===== config.mk =====
export PLATFORM = sky130hd
export DESIGN_NAME = spi_reg_bridge
export DESIGN_NICKNAME = d
export VERILOG_FILES = /design/src/rtl/spi_reg_pkg.sv /design/src/rtl/spi_sync_edge.sv /design/src/rtl/spi_reg_bridge.sv
export SDC_FILE = /design/constraint.sdc
export NUM_CORES = 1
export LEC_CHECK = 0
export CORE_MARGIN = 2
export CORE_UTILIZATION = 47
export CTS_CLUSTER_DIAMETER = 30
export DETAILED_ROUTE_END_ITERATION = 10
export GPL_TIMING_DRIVEN = 0
export PLACE_DENSITY_LB_ADDON = 0.2
export SYNTH_ARGS = -nofsm -noshare
export SYNTH_HDL_FRONTEND = slang
export SYNTH_HIERARCHICAL = 1
export SYNTH_SLANG_ARGS = --single-unit

===== constraint.sdc =====
create_clock -name busClk -period 1.9 [get_ports busClk]
set_input_delay 0.19 -clock busClk [delete_from_list [all_inputs] [get_ports busClk]]
set_output_delay 0.19 -clock busClk [all_outputs]
set_load 0.05 [all_outputs]

===== src/rtl/spi_reg_pkg.sv =====
// Shared constants and state encoding for the SPI-to-register-bus bridge.
package spi_reg_pkg;

  localparam int CMD_RD_BIT     = 7;
  localparam int BYTES_PER_WORD = 4;
  localparam int DATA_W         = 8 * BYTES_PER_WORD;

  // Data bytes arrive most-significant lane first.
  localparam logic [1:0] LANE_FIRST = 2'd3;
  localparam logic [1:0] LANE_LAST  = 2'd0;

  typedef enum logic [1:0] {
    ST_IDLE,
    ST_CMD,
    ST_WR,
    ST_RD
  } state_t;

endpackage


===== src/rtl/spi_sync_edge.sv =====
// Multi-flop synchronizer for one asynchronous pin with registered
// single-cycle rise/fall pulses taken from the last two stages.
module spi_sync_edge #(
  parameter int SYNC_STAGES = 3
) (
  input  logic busClk,
  input  logic reset,
  input  logic din,
  output logic level,
  output logic rise,
  output logic fall
);

  logic [SYNC_STAGES-1:0] sync_reg;
  logic                   rise_reg;
  logic                   fall_reg;

  always_ff @(posedge busClk) begin
    if (reset) begin
      sync_reg <= '0;
      rise_reg <= 1'b0;
      fall_reg <= 1'b0;
    end else begin
      sync_reg <= {sync_reg[SYNC_STAGES-2:0], din};
      rise_reg <= sync_reg[SYNC_STAGES-2] & ~sync_reg[SYNC_STAGES-1];
      fall_reg <= ~sync_reg[SYNC_STAGES-2] & sync_reg[SYNC_STAGES-1];
    end
  end

  assign level = sync_reg[SYNC_STAGES-1];
  assign rise  = rise_reg;
  assign fall  = fall_reg;

endmodule


===== src/rtl/spi_reg_bridge.sv =====
// SPI mode-0 slave that turns command/data frames into byte-lane register
// bus writes and single-cycle register reads returned on MISO.
module spi_reg_bridge
  import spi_reg_pkg::*;
#(
  parameter int ADDR_W      = 5,
  parameter int SYNC_STAGES = 3
) (
  input  logic              busClk,
  input  logic              reset,
  input  logic              spiSclk,
  input  logic              spiCsn,
  input  logic              spiMosi,
  output logic              spiMiso,
  output logic              spiMisoEn,
  output logic              cs,
  output logic [ADDR_W-1:0] addr,
  output logic [DATA_W-1:0] dataIn,
  output logic              wr0,
  output logic              wr1,
  output logic              wr2,
  output logic              wr3,
  input  logic [DATA_W-1:0] dataOut
);

  logic sclk_s, sclk_rise, sclk_fall;
  logic csn_s, csn_rise, csn_fall;
  logic [SYNC_STAGES-1:0] mosi_sync_reg;
  logic mosi_s;

  spi_sync_edge #(.SYNC_STAGES(SYNC_STAGES)) u_sclk_sync (
    .busClk (busClk),
    .reset  (reset),
    .din    (spiSclk),
    .level  (sclk_s),
    .rise   (sclk_rise),
    .fall   (sclk_fall)
  );

  spi_sync_edge #(.SYNC_STAGES(SYNC_STAGES)) u_csn_sync (
    .busClk (busClk),
    .reset  (reset),
    .din    (spiCsn),
    .level  (csn_s),
    .rise   (csn_rise),
    .fall   (csn_fall)
  );

  always_ff @(posedge busClk) begin
    if (reset) mosi_sync_reg <= '0;
    else       mosi_sync_reg <= {mosi_sync_reg[SYNC_STAGES-2:0], spiMosi};
  end
  assign mosi_s = mosi_sync_reg[SYNC_STAGES-1];

  state_t              state_reg;
  logic [2:0]          bit_cnt_reg;
  logic [1:0]          byte_idx_reg;
  logic [6:0]          shift_reg;
  logic [7:0]          shift_next;
  logic [DATA_W-1:0]   miso_shift_reg;
  logic                rd_load_reg;
  logic                skip_fall_reg;
  logic                wr_done_reg;
  logic                cs_reg;
  logic [3:0]          wr_reg;
  logic                miso_en_reg;
  logic [ADDR_W-1:0]   addr_reg;
  logic [DATA_W-1:0]   data_in_reg;

  assign shift_next = {shift_reg, mosi_s};

  always_ff @(posedge busClk) begin
    if (reset) begin
      state_reg      <= ST_IDLE;
      bit_cnt_reg    <= '0;
      byte_idx_reg   <= LANE_FIRST;
      shift_reg      <= '0;
      miso_shift_reg <= '0;
      rd_load_reg    <= 1'b0;
      skip_fall_reg  <= 1'b0;
      wr_done_reg    <= 1'b0;
      cs_reg         <= 1'b0;
      wr_reg         <= '0;
      miso_en_reg    <= 1'b0;
      addr_reg       <= '0;
      data_in_reg    <= '0;
    end else begin
      cs_reg <= 1'b0;
      wr_reg <= '0;
      if (csn_s) begin
        // Frame end or abort: partial bytes are simply dropped.
        state_reg     <= ST_IDLE;
        bit_cnt_reg   <= '0;
        rd_load_reg   <= 1'b0;
        skip_fall_reg <= 1'b0;
        miso_en_reg   <= 1'b0;
        if (csn_rise) miso_shift_reg <= '0;
      end else begin
        case (state_reg)
          ST_IDLE: begin
            // A frame starts only on a fresh csn fall with sclk at its mode-0 idle level.
            if (csn_fall && !sclk_s) begin
              state_reg   <= ST_CMD;
              bit_cnt_reg <= '0;
            end
          end
          ST_CMD: begin
            if (sclk_rise) begin
              shift_reg   <= shift_next[6:0];
              bit_cnt_reg <= bit_cnt_reg + 3'd1;
              if (bit_cnt_reg == 3'd7) begin
                addr_reg <= shift_next[ADDR_W-1:0];
                if (shift_next[CMD_RD_BIT]) begin
                  state_reg     <= ST_RD;
                  cs_reg        <= 1'b1;
                  rd_load_reg   <= 1'b1;
                  skip_fall_reg <= 1'b1;
                  miso_en_reg   <= 1'b1;
                end else begin
                  state_reg    <= ST_WR;
                  byte_idx_reg <= LANE_FIRST;
                  wr_done_reg  <= 1'b0;
                end
              end
            end
          end
          ST_WR: begin
            if (sclk_rise && !wr_done_reg) begin
              shift_reg   <= shift_next[6:0];
              bit_cnt_reg <= bit_cnt_reg + 3'd1;
              if (bit_cnt_reg == 3'd7) begin
                data_in_reg[{byte_idx_reg, 3'b000} +: 8] <= shift_next;
                cs_reg               <= 1'b1;
                wr_reg[byte_idx_reg] <= 1'b1;
                if (byte_idx_reg == LANE_LAST) wr_done_reg  <= 1'b1;
                else                           byte_idx_reg <= byte_idx_reg - 2'd1;
              end
            end
          end
          ST_RD: begin
            // dataOut is valid during the cs cycle, so capture at its end.
            if (rd_load_reg) begin
              miso_shift_reg <= dataOut;
              rd_load_reg    <= 1'b0;
            end else if (sclk_fall) begin
              // The fall closing the command byte launches bit 31 rather than shifting.
              if (skip_fall_reg) skip_fall_reg  <= 1'b0;
              else               miso_shift_reg <= {miso_shift_reg[DATA_W-2:0], 1'b0};
            end
          end
          default: state_reg <= ST_IDLE;
        endcase
      end
    end
  end

  assign spiMiso   = miso_shift_reg[DATA_W-1];
  assign spiMisoEn = miso_en_reg;
  assign cs        = cs_reg;
  assign addr      = addr_reg;
  assign dataIn    = data_in_reg;
  assign wr0       = wr_reg[0];
  assign wr1       = wr_reg[1];
  assign wr2       = wr_reg[2];
  assign wr3       = wr_reg[3];

endmodule


# Yosys cells after proc, flatten, opt, wreduce, memory -nomap -nowiden
# Index checks and enable logic that the tools add are counted.
classes:
  addsub: 3
  n_mul: 0
  n_div: 0
  magnitude_cmp: 2
  eq_ne: 17
  shift: 2
  muxes: 48
  n_bitwise: 11
  n_reduce_logical: 26
op_table:
  columns: ["operator", "count"]
  rows:
  - ["two-way mux 32 bit", 6]
  - ["bitwise mux 32 bit", 1]
  - ["AND reduction 4 bit", 8]
  - ["variable shift 8 x 7 -> 32 bit (first input constant)", 1]
  - ["variable part select 8 x 7 -> 32 bit", 1]
  - ["inequality test 2 bit (second input constant)", 10]
  - ["two-way mux 1 bit", 18]
  - ["two-way mux 2 bit", 9]
  - ["AND reduction 8 bit", 2]
  - ["two-way mux 7 bit", 2]
  - ["one-hot mux 7 bit (2 select lines)", 1]
  - ["two-way mux 3 bit", 3]
  - ["one-hot mux 3 bit (3 select lines)", 1]
  - ["one-hot mux 1 bit (2 select lines)", 4]
  - ["one-hot mux 2 bit (2 select lines)", 2]
  - ["nonzero test 2 bit", 4]
  - ["negation 5 -> 7 bit", 1]
  - ["NOT 1 bit", 7]
  - ["AND reduction 6 bit", 1]
  - ["nonzero test 3 bit", 2]
  - ["OR reduction 5 bit", 1]
  - ["AND 1 bit", 4]
  - ["== test 2 bit (second input constant)", 2]
  - ["zero test 2 bit", 2]
  - ["other kinds (12)", 16]
totals:
  reg_bits: 105
  latchBits: 0
  ram_bits: 0
  romBits: 0
  wordCells: 129
  memories: 0

# Logic depth before layout (Yosys ltp)
# Gate-level depths: netlist of the first run.
depth:
  word_depth: 5
  ltp_mapped: 8
  ltp_nobuf: 6

# Modules after synthesis
# Netlist of the first run, hierarchy kept.
by_module_without_submodules:
  columns: ["module", "n_inst", "cells_per_inst", "area_per_inst_um2"]
  rows:
  - ["spi_reg_bridge", 1, 486, 4335.4]
  - ["spi_sync_edge", 2, 10, 133.9]

# Least setup slack after synthesis of the first run
# OpenSTA, ideal clock, no wires.
synth_path:
  path_type: "reg2reg"
  from: "register byte_idx_reg[0]"
  to: "register data_in_reg[10] (netlist: dataIn[10])"
  setup_ns: 0.066
  t_arrival_ns: 1.846
  t_required_ns: 1.834
  slack_ns: -0.012
  path_stages_with_launch: 8
  n_path_buf: 1
  synth_period_minus_slack_ns: 1.912
  cell_sequence: "dfxtp_1 -> inv_1 -> ha_1 -> nor4bb_1 -> and4_2 -> clkbuf_1 -> a22oi_1 -> nor2_1"
synth_via:
  elab_chain_cells: 3
synth_lines:
  columns: ["element", "line_no", "rtl"]
  rows:
  - ["from (decl)", "spi_reg_bridge.sv:57", "logic [1:0] byte_idx_reg;"]
  - ["from (signal assigned)", "spi_reg_bridge.sv:136", "else byte_idx_reg <= byte_idx_reg - 2'd1;"]
  - ["negation 5 -> 7 bit *", "spi_reg_bridge.sv:132", "data_in_reg[{byte_idx_reg, 3'b000} +: 8] <= shift_next;"]
  - ["variable part select 8 x 7 -> 32 bit / variable shift 8 x 7 -> 32 bit (equally long branches)", "spi_reg_bridge.sv:132", null]
  - ["bitwise mux 32 bit *", "spi_reg_bridge.sv:132", null]
  - ["to (signal, indexed assignment)", "spi_reg_bridge.sv:132", null]
  - ["to (decl)", "spi_reg_bridge.sv:68", "logic [DATA_W-1:0] data_in_reg;"]
# Every way passes the cells marked *; elsewhere a longest branch is shown, timed or not.
# A chain may end at the register's enable or synchronous reset.

# Worst setup path after layout of the first run
layout_path:
  from: "register bit_cnt_reg[1]"
  to: "register data_in_reg[31] (netlist: dataIn[31])"
layout_via:
  elab_chain_cells: 2
layout_lines:
  columns: ["element", "line_no", "rtl"]
  rows:
  - ["from (decl)", "spi_reg_bridge.sv:56", "logic [2:0] bit_cnt_reg;"]
  - ["from (signal assigned)", "spi_reg_bridge.sv:110", "bit_cnt_reg <= bit_cnt_reg + 3'd1;"]
  - ["from (signal assigned)", "spi_reg_bridge.sv:130", "bit_cnt_reg <= bit_cnt_reg + 3'd1;"]
  - ["== test 3 bit", "spi_reg_bridge.sv:131", "if (bit_cnt_reg == 3'd7) begin"]
  - ["AND reduction 4 bit (no source line)", null, null]
# No other way between the ends.

==> run_results.csv, run 1 <==
group,metric,value,unit
run_status,status,"complete, no violations",
drt,met1_length,4884,um
logic_synthesis,ys_warn_count,6,
layout,final_cells,742,
place,hpwlAfterDp,7710,um
global_routing,grt_overflow,0,
die,io_pins,81,
logic_synthesis,ys_seq_area_share,45.66,%
global_routing,grt_pass1_vias,3690,
layout,final_common_cell,"dfxtp_1",
global_routing,grt_max_degree,22,
layout,mostFrequentLayoutCells,"dfxtp_1 (100), clkdlybuf4s50_1 (80), a21oi_1 (62), nand3_1 (61), mux2i_1 (45)",
sta,slew-limit-headroom,62.69,%
drt,wl_met2,5258,um
sta,period_share,94.30,%
drt,wl_per_cell,14.69,um
sta,layout_min_cycle_time,1792,ps
sta,finalHoldViolations,0,
place,place_congestion,0.8095,
sta,setup_viol,0,
global_routing,antenna_found_initial,0,
drt,num_vias,4014,
setup_path,cp_max_fo,7,
min_path,holdPathStages,2,
logic_synthesis,syn_area,4603,um^2
logic_synthesis,synthArstFlopShare,0,%
layout,syn2layout_area_growth,29.57,%
sta,slew_violations,0,
run,cap_violations,0,
sta,fin_setup_tns,0,ps
die,initial_core_util,47.75,%
logic_synthesis,synth_cell_type_count,43,
die,core-area,9639,um^2
drt,drc,0,
setup_path,crit_chain,"ha_4 > ha_4 > and3_1 > buf_6 > nand3_4 > or4_1 > a21oi_2",
place,portBuffers,80,
drt,initialDrtViolationCount,148,
drt,via_per_inst,5.410,
clock_network,insertion_delay,390,ps
logic_synthesis,synthTopCellsByArea,"dfxtp_1 (46%), mux2i_1 (9.8%), a21oi_1 (6.8%), nand3_1 (6.6%), ha_1 (4.6%)",
logic_synthesis,syn_avg_cell_area,9.097,um^2
layout,nets,658,
pwr,vdd_drop_max,0.3732,mV
setup_path,endpoint_kind,"register",
clock_network,numCtsBuffers,9,
clock_network,cts_hold_buf,0,
logic_synthesis,netlist.area_leader.share,45.66,%
logic_synthesis,synthCells,506,
clock_network,max-clock-path-buffers,2,
setup_path,r2r_setup_slack,110,ps
setup_path,slowest_delay,500,ps
die,die_x,103.0,um
clock_network,cts_htree_levels,3,
die,dieHeight,103.0,um
pwr,powerDensity,633.1,nW/um^2
setup_path,critPathArrivalTime,2110,ps
min_path,min_from,"spiSclk",
min_path,hold_end,"u_sclk_sync/sync_reg[0]",
setup_path,regToRegEndpoint,"dataIn[31]",
logic_synthesis,ys_seq_elements,105,
setup_path,critPathKind,"register to register",
drt,ant_nets,0,
setup_path,startpoint_type,"register",
drt,top_layer_used,"met4",
setup_path,slowest_stage,"or4_1",
place,dp_cells,719,
logic_synthesis,synth_flop_cell,"dfxtp_1",
sta,rsz0062_at_grt,"false",
clock_network,clk_pin_slew,100,ps
setup_path,worst_ep_required_time,2220,ps
clock_network,clkSinkCount,105,
clock_network,cts_tree,"done",
clock_network,root_buffer,"clkbuf_8",
sta,skew,21.43,ps
global_routing,grt_use_total,21.23,%
drt,first_pass_iters,5,
drt,met3_length,539,um
die,rows,36,
setup_path,cp_common_cell,"ha_4",
global_routing,grt_pass1_wl,17820,um
logic_synthesis,yosysTopAreaCell,"dfxtp_1",
sta,fmax,558.1,MHz
setup_path,r2r_cells,7,
pwr,p_leak,2.028,nW
die,die-area,10600,um^2
min_path,hp-class,"input pin to register",
drt,wirelength,10900,um
layout,drive_gt1_share,11.99,%
sta,tightest_slew,559.6,ps
logic_synthesis,synth_edf_count,0,
layout,diodes,0,
setup_path,r2r-start,"bit_cnt_reg[1]",
logic_synthesis,synth_fp_nets,560,
==> how the worst max path moves through the flow <==
stage                         start                end  slack (ps)
floorplan           byte_idx_reg[0]         dataIn[10]         100
global placement              reset        wr_done_reg        -310
detailed placement            reset  miso_shift_reg[6]        -380
CTS                    state_reg[0]         dataIn[15]         0.6
global route           state_reg[1]            addr[4]           7
finish               bit_cnt_reg[1]         dataIn[31]         110
==> final cells by class <==
class / count / area (um^2)
tap: 133 / 166.4
fill: 855 / 3675
inverter: 13 / 52.55
clock buffer: 9 / 123.9
clock inverter: 7 / 83.83
sequential: 105 / 2111
timing repair buffer: 89 / 868.3
multi-input combinational: 353 / 2404
buffer: 33 / 155.1
==> timing repair <==
action / 4_1_cts / 5_1_grt
gates resized for setup: 15 / 20
setup endpoints to repair: 32 / 76
buffers inserted: 1 / 8
pin swaps: 1 / 1
==> stage by stage <==
step / setup slack [ps] / total power [mW] / area (um^2) / hold slack (ps) / util (%)
3_3_place_gp: -313.3 / 2.422 / 5572 / 417.1 / 57.80
4_1_cts: 0.6186 / 3.807 / 5847 / 340.5 / 60.66
6_report: 108.3 / 3.776 / 5964 / 353.3 / 61.88
2_1_floorplan: 104.9 / 2.320 / 4604 / 261.6 / -
5_1_grt: 7.071 / 3.895 / 5964 / 341.1 / 61.88
3_5_place_dp: -384.8 / 2.425 / 5572 / 417.2 / 57.80
==> power breakdown <==
group          switching, mW  internal, mW
combinational         0.0732        0.0860
sequential           0.00601          2.21
clock                  0.879         0.524
total                  0.958          2.82
==> cell usage after synthesis, types with 3 or more instances <==
master and count:
nand2b_1 3, buf_2 11, ha_1 17, nand3_1 61
nor2_1 26, and3_2 3, clkbuf_1 21, inv_1 13
dfxtp_1 105, nor2b_1 14, a22oi_1 9, a21oi_1 63
nand4b_1 3, and2_1 4, o21ai_0 7, nand2_1 32
nor3b_1 5, mux2i_1 45, or3_1 31
==> routing by layer <==
layer,GRT usage (%),vias to the layer above
met5,0,-
li1,-,1979
met4,8.401,0
met1,27.93,1895
met3,3.186,19
met2,35.11,121
==> logic make-up after synthesis <==
group / after synthesis / synth area share, %
AOI/OAI and AO/OA: 91 / 11.25
adders and majority gates: 17 / 4.621
buffers and inverters: 48 / 4.458
DFF: 105 / 45.66
muxes: 45 / 9.785
and+or+nand+nor: 200 / 24.22
==> critical path: cells and delay by family, from the launching register on <==
kind / cells / cell delay (ps)
AO/OA/AOI/OAI: 1 / 140
adder cells (fa/ha/maj): 2 / 320
buffers and inverters: 1 / 140
flip-flops: 1 / 390
AND/OR/NAND/NOR: 3 / 740
Power figures use the tool's default switching activity.
==> run 2, diff against run 1 <==
--- a/config.mk
+++ b/config.mk
@@ -5,12 +5,14 @@
 export SDC_FILE = /design/constraint.sdc
 export NUM_CORES = 1
 export LEC_CHECK = 0
+export CAP_MARGIN = 40
 export CORE_MARGIN = 2
 export CORE_UTILIZATION = 47
 export CTS_CLUSTER_DIAMETER = 30
 export DETAILED_ROUTE_END_ITERATION = 10
 export GPL_TIMING_DRIVEN = 0
 export PLACE_DENSITY_LB_ADDON = 0.2
+export SLEW_MARGIN = 10
 export SYNTH_ARGS = -nofsm -noshare
 export SYNTH_HDL_FRONTEND = slang
 export SYNTH_HIERARCHICAL = 1
==> results of run 2 <==
Final layout, timing and power as in run 1 (identical DEF).
==> run 3, diff against run 2 <==
--- a/config.mk
+++ b/config.mk
@@ -5,9 +5,10 @@
 export SDC_FILE = /design/constraint.sdc
 export NUM_CORES = 1
 export LEC_CHECK = 0
+export ABC_CLOCK_PERIOD_IN_PS = 2000
 export CAP_MARGIN = 40
 export CORE_MARGIN = 2
-export CORE_UTILIZATION = 47
+export CORE_UTILIZATION = 50
 export CTS_CLUSTER_DIAMETER = 30
 export DETAILED_ROUTE_END_ITERATION = 10
 export GPL_TIMING_DRIVEN = 0
==> constraint.sdc (replaced) <==
create_clock -name busClk -period 2 [get_ports busClk]
set_input_delay 0.2 -clock busClk [delete_from_list [all_inputs] [get_ports busClk]]
set_output_delay 0.2 -clock busClk [all_outputs]
set_load 0.05 [all_outputs]
==> run_results.csv, run 3 (same netlist as run 1, synthesis figures left out) <==
group,metric,value,unit
die,die_x,99.95,um
setup_path,cp_max_fo,9,
global_routing,grt_use_total,21.41,%
sta,slew-limit-headroom,64.19,%
clock_network,cts_hold_buf,0,
die,die-area,9990,um^2
die,initial_core_util,50.78,%
sta,whs,372.8,ps
global_routing,grt_pass1_vias,3685,
clock_network,insertion_delay,380,ps
setup_path,endpoint_kind,"register",
run_status,status,"complete, no violations",
setup_path,critPathKind,"register to register",
place,dp_slack,-322.4,ps
layout,diodes,0,
min_path,hp-class,"input pin to register",
sta,fmax,528.0,MHz
drt,initialDrtViolationCount,189,
setup_path,cpLargestDelayFamily,"simple AND/OR/NAND/NOR gates",
clock_network,clk_pin_slew,100,ps
layout,final_core_util,64.58,%
sta,tightest_slew,537.1,ps
layout,nets,653,
setup_path,worst_ep_required_time,2300,ps
setup_path,critPathArrivalTime,2190,ps
sta,slew_violations,0,
run,cap_violations,0,
sta,finalHoldViolations,0,
place,portBuffers,80,
sta,setup_viol,0,
pwr,powerDensity,611.9,nW/um^2
drt,wirelength,10780,um
layout,mostFrequentLayoutCells,"dfxtp_1 (101), clkdlybuf4s50_1 (80), a21oi_1 (63), nand3_1 (61), mux2i_1 (45)",
global_routing,grt_max_degree,22,
clock_network,max-clock-path-buffers,2,
setup_path,startpoint_type,"register",
clock_network,cts_tree,"done",
setup_path,critical_path_buf_inv_count,1,
sta,fin_setup_tns,0,ps
drt,drc,0,
layout,syn2layout_area_growth,27.18,%
clock_network,root_buffer,"clkbuf_8",
drt,via_per_inst,5.555,
sta,rsz0062_at_grt,"false",
die,core-area,9065,um^2
setup_path,crit_chain,"ha_2 > ha_4 > and3_1 > buf_6 > nand3_4 > or4_1 > a21oi_1",
layout,final_common_cell,"dfxtp_1",
clock_network,clkSinkCount,105,
drt,wl_per_cell,15.08,um
setup_path,slowest_delay,500,ps
layout,final_cell_area,5854,um^2
pwr,p_leak,1.990,nW
global_routing,antenna_found_initial,0,
die,io_pins,81,
place,hpwlAfterDp,7706,um
sta,layout_min_cycle_time,1894,ps
layout,drive_gt1_share,10.10,%
setup_path,slowest_stage,"or4_1",
clock_network,numCtsBuffers,9,
place,placed_cell_area,5543,um^2
die,rows,35,
place,place_congestion,0.8088,
drt,ant_nets,0,
pwr,vdd_drop_max,0.3693,mV
drt,first_pass_iters,4,
sta,skew,18.10,ps
die,dieHeight,99.95,um
clock_network,cts_htree_levels,3,
global_routing,grt_pass1_wl,17460,um
sta,period_share,94.69,%
drt,num_vias,3972,
sta,setup_slack,106.1,ps
global_routing,grt_overflow,0,
## run 3: changes by cell type in the layout (fill, tap and decap cells not counted), moves of 2 or more
cell and delta:
clkinv_4 -2, buf_4 -6, ha_2 +2, clkbuf_1 +4, inv_6 +2, clkbuf_2 -3
ha_4 -2
## run 3: area by class of cell
cell class	count	area, um^2
repair buffers	83	823.3
flip-flops and latches	105	2110
multi-input cells	353	2367
inverters	13	52.55
plain buffers	34	155.1
clock buffers	9	123.9
well taps	111	138.9
clock inverters	7	83.83
fillers	786	3211
## run 3: path summary, 6_finish.rpt
path / startpoint / end / slack [ps] / depth (start not counted)
max reg2reg: bit_cnt_reg[0] / dataIn[31] / 110 / 7
min: spiSclk / u_sclk_sync/sync_reg[0] / 370 / 2
max: bit_cnt_reg[0] / dataIn[31] / 110 / 7
min reg2reg: u_sclk_sync/sync_reg[2] / u_sclk_sync/rise / 430 / 1
## run 3: through the flow
stage	total power [mW]	std cells
CTS	3.617	712
global route	3.711	715
finish	3.582	715
floorplan	2.204	506
global placement	2.299	697
detailed placement	2.302	697
## run 3: timing repair
action                                  in CTS  in global routing
gates resized for setup                      8                 16
pin swaps                                    0                  1
endpoints found under the setup margin      33                 41
setup buffers                                0                  3
## run 3: power by group
part | switching [mW] | total, mW | internal, mW
logic | 0.0692 | 0.150 | 0.0811
clock network | 0.826 | 1.33 | 0.503
registers | 0.00553 | 2.10 | 2.10
total | 0.901 | 3.58 | 2.68
## run 3: layer usage
| layer | up-vias | GRT usage, % | routed length (um) |
|---|---|---|---|
| met1 | 1869 | 26.73 | 4835 |
| li1 | 1974 | - | - |
| met2 | 113 | 37.32 | 5291 |
| met3 | 16 | 3.621 | 492 |
| met5 | - | 0 | 0 |
| met4 | 0 | 7.692 | 163 |
